### src/rtl/play_area_sched.sv
// play_area_sched: single-port arbiter for the play_area cell RAM.
// Clients, highest priority first: clear sequencer, VGA scanout, game request port.
// Optional stall statistics counter is enabled with `define SCHED_STATS_EN.
module play_area_sched #(
  parameter int unsigned COLS = 80,
  parameter int unsigned ROWS = 60,
  parameter int unsigned DATA_W = 3,
  parameter logic [DATA_W-1:0] CLEAR_VALUE = '0,
  localparam int unsigned XW = $clog2(COLS),
  localparam int unsigned YW = $clog2(ROWS)
) (
  input  logic              clk,
  input  logic              reset,
  input  logic              i_clear_start,
  output logic              o_clear_busy,
  output logic              o_clear_done,
  input  logic              i_scan_active,
  input  logic [XW-1:0]     i_scan_x,
  input  logic [YW-1:0]     i_scan_y,
  output logic [DATA_W-1:0] o_scan_data,
  input  logic              i_req_valid,
  output logic              o_req_ready,
  input  logic              i_req_write,
  input  logic [XW-1:0]     i_req_x,
  input  logic [YW-1:0]     i_req_y,
  input  logic [DATA_W-1:0] i_req_wdata,
  output logic              o_rsp_valid,
  output logic [DATA_W-1:0] o_rsp_rdata,
`ifdef SCHED_STATS_EN
  output logic [15:0]       o_stall_count,
`endif
  output logic [XW-1:0]     o_ram_x,
  output logic [YW-1:0]     o_ram_y,
  output logic              o_ram_we,
  output logic [DATA_W-1:0] o_ram_wdata,
  input  logic [DATA_W-1:0] i_ram_rdata
);

  typedef enum logic [0:0] {StClear, StRun} state_e;

  state_e        r_state, w_state_next;
  logic [XW-1:0] r_clr_x, w_clr_x_next;
  logic [YW-1:0] r_clr_y, w_clr_y_next;
  logic          r_clear_done, w_clear_done_next;
  logic          r_scan_rd, w_scan_rd_next;
  logic          r_rsp_pend, w_rsp_pend_next;
  logic          r_rsp_oob, w_rsp_oob_next;
  logic [XW-1:0] r_last_x;
  logic [YW-1:0] r_last_y;

  logic w_req_in_range;
  logic w_clr_last_x;
  logic w_clr_last_y;

  assign w_req_in_range = (i_req_x < XW'(COLS)) && (i_req_y < YW'(ROWS));
  assign w_clr_last_x   = (r_clr_x == XW'(COLS - 1));
  assign w_clr_last_y   = (r_clr_y == YW'(ROWS - 1));

  // Next-state and RAM port arbitration.
  always_comb begin
    w_state_next      = r_state;
    w_clr_x_next      = r_clr_x;
    w_clr_y_next      = r_clr_y;
    w_clear_done_next = 1'b0;
    w_scan_rd_next    = 1'b0;
    w_rsp_pend_next   = 1'b0;
    w_rsp_oob_next    = 1'b0;
    o_ram_x           = r_last_x;
    o_ram_y           = r_last_y;
    o_ram_we          = 1'b0;
    o_ram_wdata       = '0;
    o_req_ready       = 1'b0;

    unique case (r_state)
      StClear: begin
        o_ram_x     = r_clr_x;
        o_ram_y     = r_clr_y;
        o_ram_we    = 1'b1;
        o_ram_wdata = CLEAR_VALUE;
        if (w_clr_last_x) begin
          w_clr_x_next = '0;
          if (w_clr_last_y) begin
            w_clr_y_next      = '0;
            w_state_next      = StRun;
            w_clear_done_next = 1'b1;
          end else begin
            w_clr_y_next = r_clr_y + 1'b1;
          end
        end else begin
          w_clr_x_next = r_clr_x + 1'b1;
        end
      end
      StRun: begin
        if (i_clear_start) begin
          w_state_next = StClear;
          w_clr_x_next = '0;
          w_clr_y_next = '0;
        end
        if (i_scan_active) begin
          o_ram_x        = i_scan_x;
          o_ram_y        = i_scan_y;
          w_scan_rd_next = 1'b1;
        end else if (!i_clear_start) begin
          o_req_ready = 1'b1;
          if (i_req_valid) begin
            o_ram_x = i_req_x;
            o_ram_y = i_req_y;
            if (i_req_write) begin
              // Out-of-range writes are accepted but never reach the RAM.
              o_ram_we    = w_req_in_range;
              o_ram_wdata = i_req_wdata;
            end else begin
              w_rsp_pend_next = 1'b1;
              w_rsp_oob_next  = !w_req_in_range;
            end
          end
        end
      end
    endcase

    // Reset is synchronous, so the reset cycle itself must be kept quiet.
    if (reset) begin
      o_ram_we    = 1'b0;
      o_req_ready = 1'b0;
    end
  end

  // State, clear pointer, read tracking and held address registers.
  always_ff @(posedge clk) begin
    if (reset) begin
      r_state      <= StClear;
      r_clr_x      <= '0;
      r_clr_y      <= '0;
      r_clear_done <= 1'b0;
      r_scan_rd    <= 1'b0;
      r_rsp_pend   <= 1'b0;
      r_rsp_oob    <= 1'b0;
      r_last_x     <= '0;
      r_last_y     <= '0;
    end else begin
      r_state      <= w_state_next;
      r_clr_x      <= w_clr_x_next;
      r_clr_y      <= w_clr_y_next;
      r_clear_done <= w_clear_done_next;
      r_scan_rd    <= w_scan_rd_next;
      r_rsp_pend   <= w_rsp_pend_next;
      r_rsp_oob    <= w_rsp_oob_next;
      r_last_x     <= o_ram_x;
      r_last_y     <= o_ram_y;
    end
  end

  // Status and read-data outputs, all forced idle in the reset cycle.
  always_comb begin
    o_clear_busy = reset || (r_state == StClear);
    o_clear_done = r_clear_done && !reset;
    o_rsp_valid  = r_rsp_pend && !reset;
    o_rsp_rdata  = (o_rsp_valid && !r_rsp_oob) ? i_ram_rdata : '0;
    o_scan_data  = (r_scan_rd && (r_state == StRun) && !reset) ? i_ram_rdata : '0;
  end

`ifdef SCHED_STATS_EN
  logic [15:0] r_stall_count;

  // Saturating count of cycles a request waited without being accepted.
  always_ff @(posedge clk) begin
    if (reset) begin
      r_stall_count <= '0;
    end else if (i_req_valid && !o_req_ready && (r_stall_count != 16'hFFFF)) begin
      r_stall_count <= r_stall_count + 16'd1;
    end
  end

  assign o_stall_count = r_stall_count;
`endif

endmodule

### config.mk
export PLATFORM = sky130hd
export DESIGN_NAME = play_area_sched
export DESIGN_NICKNAME = d
export VERILOG_FILES = /design/src/rtl/play_area_sched.sv
export SDC_FILE = /design/constraint.sdc
export NUM_CORES = 1
export LEC_CHECK = 0
export CORE_MARGIN = 1
export CORE_UTILIZATION = 40
export DETAILED_ROUTE_END_ITERATION = 8
export GPL_ROUTABILITY_DRIVEN = 0
export MAX_ROUTING_LAYER = met4
export PLACE_DENSITY_LB_ADDON = 0.15
export SYNTH_ARGS = -nofsm -noshare
export SYNTH_HDL_FRONTEND = slang
export SYNTH_SLANG_ARGS = --single-unit
export TNS_END_PERCENT = 10
### constraint.sdc
create_clock -name clk -period 1.9 [get_ports clk]
set_input_delay 0.38 -clock clk [delete_from_list [all_inputs] [get_ports clk]]
set_output_delay 0.38 -clock clk [all_outputs]
set_load 0.02 [all_outputs]
==> impl_results.md, run 1 <==
* Hold buffer count at CTS at 0
* Final-report setup violation count at 2
* Register area at around 620 µm²
* Chip Width at ~68 µm
* # diodes at 0
* Synth Instances at 217
* PD cells at ~550 nW/µm²
* Vias in the first global route at approximately 1700
* Final wirelength at between 5 and 6 mm
* Top-level port count at 65
* Failing checks: setup timing
* Cell Area, Placed at between 2000 and 3000 µm²
* Slew HR at a little under three quarters
* HP Class: input port to register
* Reg-to-reg setup timing slack at between 0.1 and 0.15 ns
* CTS max path bufs at 2
* Sequential area share after synthesis at between 30 and 40%
* Slowest cell delay on critical path at ~0.45 ns
* Clock Tree Root: clkbuf_8
* Crit path max-delay cell type: clkdlybuf4s50_1
* 1st-iter DRT viols at roughly 70
* Net Sw Power at between 0.4 and 0.5 mW
* Static leakage at around 1.2 nW
* Min-Delay Endpoint: r_rsp_pend$_SDFF_PP0_
* CTS tree: yes
* Status: finished with violations
* Power Internal at between 1 and 1.5 mW
* Synth Flop Type: dfxtp_1
* Initial antenna violation count at 0
* Netlist cell types at 42
* Core Box Area at 4090 µm²
* Minimum clock period at around 1.9 ns
* Number of synthesized register bits at 31
* RSZ-0062 raised after global routing: yes
* Worst reg2reg startpoint: r_clr_x[0]$_SDFFE_PP0P_
* Global-route wire length before repair at approximately 7.9 mm
* Start point of the worst hold path: i_req_write
* Clk pwr share at between 30% and 40%
* Clk slew on worst S/H paths at around 0.060 ns
* Final core occ at about two thirds
* Nets at roughly 350
* Final setup margin at -0.0150 ns
* Die footprint at ~4600 µm²
* Worst EP required at between 1.5 and 2 ns
* Layout cell share with drive strength beyond 1 at 28.1%
* Die Y at ~68 µm
* Mapped cell area at 1740 µm²
* Switching fraction of total power at a little over a quarter
* R2R cell count at 5
* DRC at 0
* Number of enable flip-flop cells after synthesis at 0
* Crit-path max FO at 2
* Top-area cell type share of the netlist area at between 30% and 40%
* Max-Cap Viols at 0
* Initial Util at 42.6%
* Post-synth ARST share at 0%
* WS Path Type: input port to output pin
* DR pass1 iterations at 4
* Design Area, Final at roughly 2800 µm²
* Hpwl dp at between 3 and 4 mm
* DR vias/cell at between 5 and 6
* Site row count at 23
* Syn nets at roughly 260
* Avg Cell Area, Syn at around 8 µm²
* Post-Route Setup TNS at -0.0219 ns
* Multi-input gate area at between 1000 and 1500 µm²
* I/O Buffers at 64
* Sequential power share at a little under half
* Total number of vias at ~1900
* Antenna Nets Post-Route at 0
* Fill cell count at between 300 and 400
* H-tree levels at 2
* Largest area contributor in the netlist: dfxtp_1
* Arrival time at the worst endpoint at about 1.5 ns
* CTS sink cnt at 31
* Peak Freq at 522 MHz
* Peak VDD IR at between 400 and 500 µV
* Avg WL per Cell at between 10 and 15 µm
* Critical path, cell by cell: clkdlybuf4s50_1 > and3b_1 > a211oi_1 > o22ai_1 > buf_2
* Cts bufs inserted at 5
* GRT overflow at 0
* Final hold vios at 0
* Total power at around 1.5 mW
* Final Skew at between 0.006 and 0.007 ns
* Pin count of the biggest net entering global routing at 42
* Worst R2R End: r_clr_y[3]$_SDFFE_PP0P_
* Worst-Skew Late Latency at ~0.29 ns
* Total Routing Usage GR at 24.3%
* Commonest non-fill, non-tap cell in the layout: buf_4
* Worst setup EP type: output pin
* Critical path launch point type: input port
* Logic pwr share at around a fifth
* Actual slew at the worst max-slew pin at about 0.43 ns
* Hold slack at 0.322 ns
* Tcrit/Tclk final at 101%
* Synth warnings at 0
* Hold path cells at 2
* Synth area leaders: dfxtp_1 (36%), nor2b_1 (6.8%), o21ai_0 (6.0%), and3b_1 (6.0%), a211oi_1 (5.2%)
* Area Growth Syn to Fin at 58.8%
* Final Max Tran Viols at 0
* Most frequent cells in the layout: buf_4 (33), dfxtp_1 (31), clkdlybuf4s50_1 (28), o21ai_0 (21), nor2b_1 (18)
-- cell type report --
cell class | instances | share of cell area (%)
multi-input cells | 156 | 40.0
clock buffers | 7 | 2.76
flip-flops and latches | 31 | 22.4
well taps | 50 | 2.26
repair buffers | 97 | 30.5
clock inverters | 1 | 0.181
inverters | 14 | 1.90
-- routing by layer --
metal  GRT usage [%]  vias to the layer above  wire length [µm]
li1                -                      960                 -
met1            32.3                      869              2450
met2            35.3                       50              2260
met3            6.17                        9               241
met4            8.85                        0                89
met5               -                        -                 0
-- sequential cells by signal (all words and copies together) (netlist names) --
register / cells
r_state: 1
r_rsp_oob: 1
r_last_x: 7
r_clear_done: 1
r_rsp_pend: 1
r_last_y: 6
r_clr_x: 7
r_clr_y: 6
r_scan_rd: 1
-- worst max path at each step --
stage | startpoint | to | slack (ns) | depth (start not counted)
after global placement | i_clear_start | o_ram_wdata[0] | -0.71 | 6
after floorplan | i_clear_start | o_ram_we | 0.0004 | 6
after CTS | i_req_x[4] | o_ram_we | -0.08 | 6
final | i_req_y[4] | o_ram_y[4] | -0.01 | 5
after detailed placement | i_clear_start | o_ram_wdata[1] | -0.74 | 6
after global routing | i_req_y[3] | o_ram_y[3] | -0.04 | 5
-- logic make-up (layout without fill, tap and decap cells) --
family / count (synthesis) / count (layout) / synth area share (%)
and+or+nand+nor: 85 / 85 / 30.1
AOI/OAI and AO/OA: 67 / 67 / 24.5
DFF: 31 / 31 / 35.6
adders and majority gates: 2 / 2 / 1.44
muxes: 2 / 2 / 1.22
buffers and inverters: 30 / 119 / 7.11
-- cell usage after synthesis, types with 2 or more instances --
| cell type | n |
|---|---|
| nor2_1 | 12 |
| and2_1 | 3 |
| dfxtp_1 | 31 |
| a22oi_1 | 2 |
| nand2b_1 | 4 |
| a31oi_1 | 4 |
| ha_1 | 2 |
| or3_1 | 2 |
| a21oi_1 | 6 |
| o21ai_0 | 21 |
| inv_1 | 14 |
| nor2b_1 | 19 |
| or2_2 | 2 |
| and3_1 | 7 |
| nand3_1 | 5 |
| nand4_1 | 2 |
| nand2_1 | 5 |
| or4_1 | 2 |
| o221ai_1 | 2 |
| o22ai_1 | 12 |
| clkbuf_1 | 14 |
| a211oi_1 | 12 |
| nor3_1 | 4 |
| and3b_1 | 12 |
-- timing repair --
| item | CTS | global route |
|---|---|---|
| endpoints found under the setup margin | 28 | 24 |
| pin swaps | 6 | 16 |
| cloned | 0 | 0 |
| resized for setup | 96 | 38 |
| buffers inserted | 2 | 0 |
-- power by group through the flow --
| stage | sequential [mW] | combinational (mW) | clock, mW |
|---|---|---|---|
| 3_5_place_dp | 0.707 | 0.312 | 0 |
| 3_3_place_gp | 0.707 | 0.310 | 0 |
| 6_report | 0.695 | 0.316 | 0.503 |
| 4_1_cts | 0.693 | 0.302 | 0.519 |
| 2_1_floorplan | 0.707 | 0.131 | 0 |
| 5_1_grt | 0.698 | 0.343 | 0.550 |
-- critical path: cells and delay by family --
kind	cells	cell delay, ns
AOI/OAI and AO/OA	2	0.33
buffers and inverters	2	0.62
and+or+nand+nor	1	0.20
-- metrics by stage --
step | std cells | setup slack [ns]
after detailed placement | 346 | -0.735
final | 356 | -0.0150
after global placement | 346 | -0.709
after global routing | 356 | -0.0353
after floorplan | 217 | 0.000420
after CTS | 356 | -0.0753
Power figures use the tool's default switching activity.
==> inputs of run 2 (changes only) <==
Settings changed: CORE_UTILIZATION 40 to 41, CTS_BUF_LIST from default to sky130_fd_sc_hd__clkbuf_4.
==> run 2 against run 1 <==
Net effect:
- the run still ends with setup timing left
- clock power shrank 26%
- die area shrank 2.4%
- register-to-register slack lost 0.05 ns
- maximum frequency shrank 0.99%
- non-clock buffer count shrank 3
- global-route usage shrank 0.23 points
- critical path type unchanged
- largest power group unchanged
==> impl_results.md, run 2 (synthesis results as in run 1) <==
* Hpwl dp at 3.78 mm
* Nets at 342
* Clk slew on worst S/H paths at around 0.090 ns
* Minimum clock period at a little under 2 ns
* Final-report setup violation count at 4
* Final hold vios at 0
* WS Path Type: input port to output pin
* HP Class: input port to register
* CTS sink cnt at 31
* Critical path launch point type: input port
* Critical path, cell by cell: clkdlybuf4s50_1 > and3b_1 > a211oi_1 > o22ai_1 > buf_2
* Avg WL per Cell at ~15 µm
* RSZ-0062 raised after global routing: yes
* Crit-path max FO at 2
* Logic pwr share at around 22%
* Vias in the first global route at 1608
* Final Max Tran Viols at 0
* DR pass1 iterations at 4
* Failing checks: setup timing
* Die footprint at 4510 µm²
* Net Sw Power at roughly 0.40 mW
* Total power at ~1.4 mW
* Hold buffer count at CTS at 0
* I/O Buffers at 64
* Sequential power share at slightly above 50%
* DRC at 0
* Final setup margin at -0.0341 ns
* Die Y at roughly 67 µm
* Static leakage at between 1 and 1.5 nW
* Commonest non-fill, non-tap cell in the layout: buf_4
* 1st-iter DRT viols at 123
* Hold slack at roughly 0.27 ns
* Cts bufs inserted at 5
* PD cells at approximately 520 nW/µm²
* Arrival time at the worst endpoint at around 1.6 ns
* Buffer and inverter count on the worst path at 2
* Worst setup EP type: output pin
* Initial Util at between 40% and 50%
* Global-route wire length before repair at 7.76 mm
* Total number of vias at between 1500 and 2000
* DR vias/cell at 5.38
* Site row count at 23
* Slew HR at between 70% and 80%
* WP depth at 5
* Layout cell share with drive strength beyond 1 at a little over a quarter
* Chip Width at 67.2 µm
* Switching fraction of total power at around 30%
* Clock Tree Root: clkbuf_4
* Total Routing Usage GR at about 24%
* Most frequent cells in the layout: buf_4 (31), clkdlybuf4s50_1 (29), dfxtp_1 (29), o21ai_0 (21), nor2b_1 (18)
* CTS tree: yes
* Core Box Area at 4030 µm²
* Worst-Skew Late Latency at about 0.34 ns
* Power Internal at 0.972 mW
* Final Skew at ~0.014 ns
* Final wirelength at between 5 and 6 mm
* Actual slew at the worst max-slew pin at between 0.3 and 0.4 ns
* R2R cell count at 5
* Tcrit/Tclk final at 102%
* Pin count of the biggest net entering global routing at 42
* Status: finished with violations
* Crit path max-delay cell type: clkdlybuf4s50_1
* Top Family by Delay on Critical Path: buffers and inverters
* CTS max path bufs at 2
* Initial antenna violation count at 0
* Top-level port count at between 60 and 70
* H-tree levels at 2
* Worst EP required at ~1.5 ns
* Peak VDD IR at between 200 and 300 µV
* Area Growth Syn to Fin at 51.9%
* Peak Freq at 517 MHz
* Clk pwr share at between 20% and 30%
* Largest regs: r_clr_x: 7 flops, r_last_x: 7 flops
* Hold path cells at 2
* Max-Cap Viols at 0
* # diodes at 0
* Slowest cell delay on critical path at between 0.4 and 0.5 ns
* Antenna Nets Post-Route at 0
* GRT overflow at 0
==> run 2: changes by cell type in the layout (fill, tap and decap cells not counted), moves of 2 or more <==
cell,before,now
dfxtp_2,0,2
clkbuf_4,0,5
dlygate4sd2_1,9,2
clkbuf_1,2,0
buf_2,9,12
and3_4,2,0
buf_6,7,4
clkbuf_8,5,0
and3_1,5,7
buf_4,33,31
clkdlybuf4s15_1,1,5
o22ai_1,10,12
o22ai_2,2,0
dfxtp_1,31,29
==> run 2: power groups by stage <==
stage          Combinational (mW)  Clock, mW  Sequential (mW)
2_1_floorplan               0.131          0            0.707
3_3_place_gp                0.300          0            0.709
5_1_grt                     0.326      0.403            0.701
3_5_place_dp                0.301          0            0.711
4_1_cts                     0.294      0.381            0.696
6_report                    0.303      0.372            0.699
==> run 2: worst paths after layout <==
kind,startpoint,to,slack (ns)
worst max-delay path,i_req_y[2],o_ram_y[2],-0.03
worst min-delay path,i_req_write,r_rsp_pend$_SDFF_PP0_,0.27
worst max register to register,r_clr_x[1]$_SDFFE_PP0P_,r_clr_y[3]$_SDFFE_PP0P_,0.07
worst min register to register,r_clr_x[1]$_SDFFE_PP0P_,r_clr_x[1]$_SDFFE_PP0P_,0.54
==> run 2: area by class of cell <==
class                   instances  area (µm²)
well taps                      50        62.6
inverters                      14        52.6
fillers                       379        1380
clock buffers                   5        37.5
multi-input cells             156        1060
clock inverters                 2        8.76
flip-flops and latches         31         623
repair buffers                 94         802
==> run 2: through the flow <==
stage | setup WS (ns) | cells | setup TNS [ns] | utilization (%) | cell area (µm²)
CTS | -0.187 | 351 | -0.295 | 64.6 | 2600
floorplan | 0.000420 | 217 | 0 | - | 1750
global route | -0.0661 | 352 | -0.341 | 65.7 | 2650
finish | -0.0341 | 352 | -0.0741 | 65.7 | 2650
global placement | -0.698 | 342 | -15.60 | 64.3 | 2590
detailed placement | -0.757 | 342 | -15.94 | 64.3 | 2590
==> run 2: layer usage <==
metal | routed length [µm] | GRT usage (%) | vias to the layer above | part of all wire (%)
met1 | 2560 | 33.9 | 880 | 50
met3 | 196 | 4.05 | 4 | 3.8
met2 | 2350 | 34.8 | 52 | 46
met5 | 0 | - | - | 0
li1 | - | - | 957 | -
met4 | 51 | 7.98 | 0 | 0.99
==> run 2: repair_timing <==
action | CTS | global route
setup endpoints to repair | 27 | 27
hold endpoints to repair | 0 | 0
gates cloned | 0 | 0
buffers inserted | 2 | 1
gates resized for setup | 94 | 33
pin swaps | 6 | 7
==> inputs of run 3 (changes only) <==
Settings changed: SLEW_MARGIN from default to 20.
==> results of run 3 <==
Final layout, timing and power as in run 2 (identical DEF).
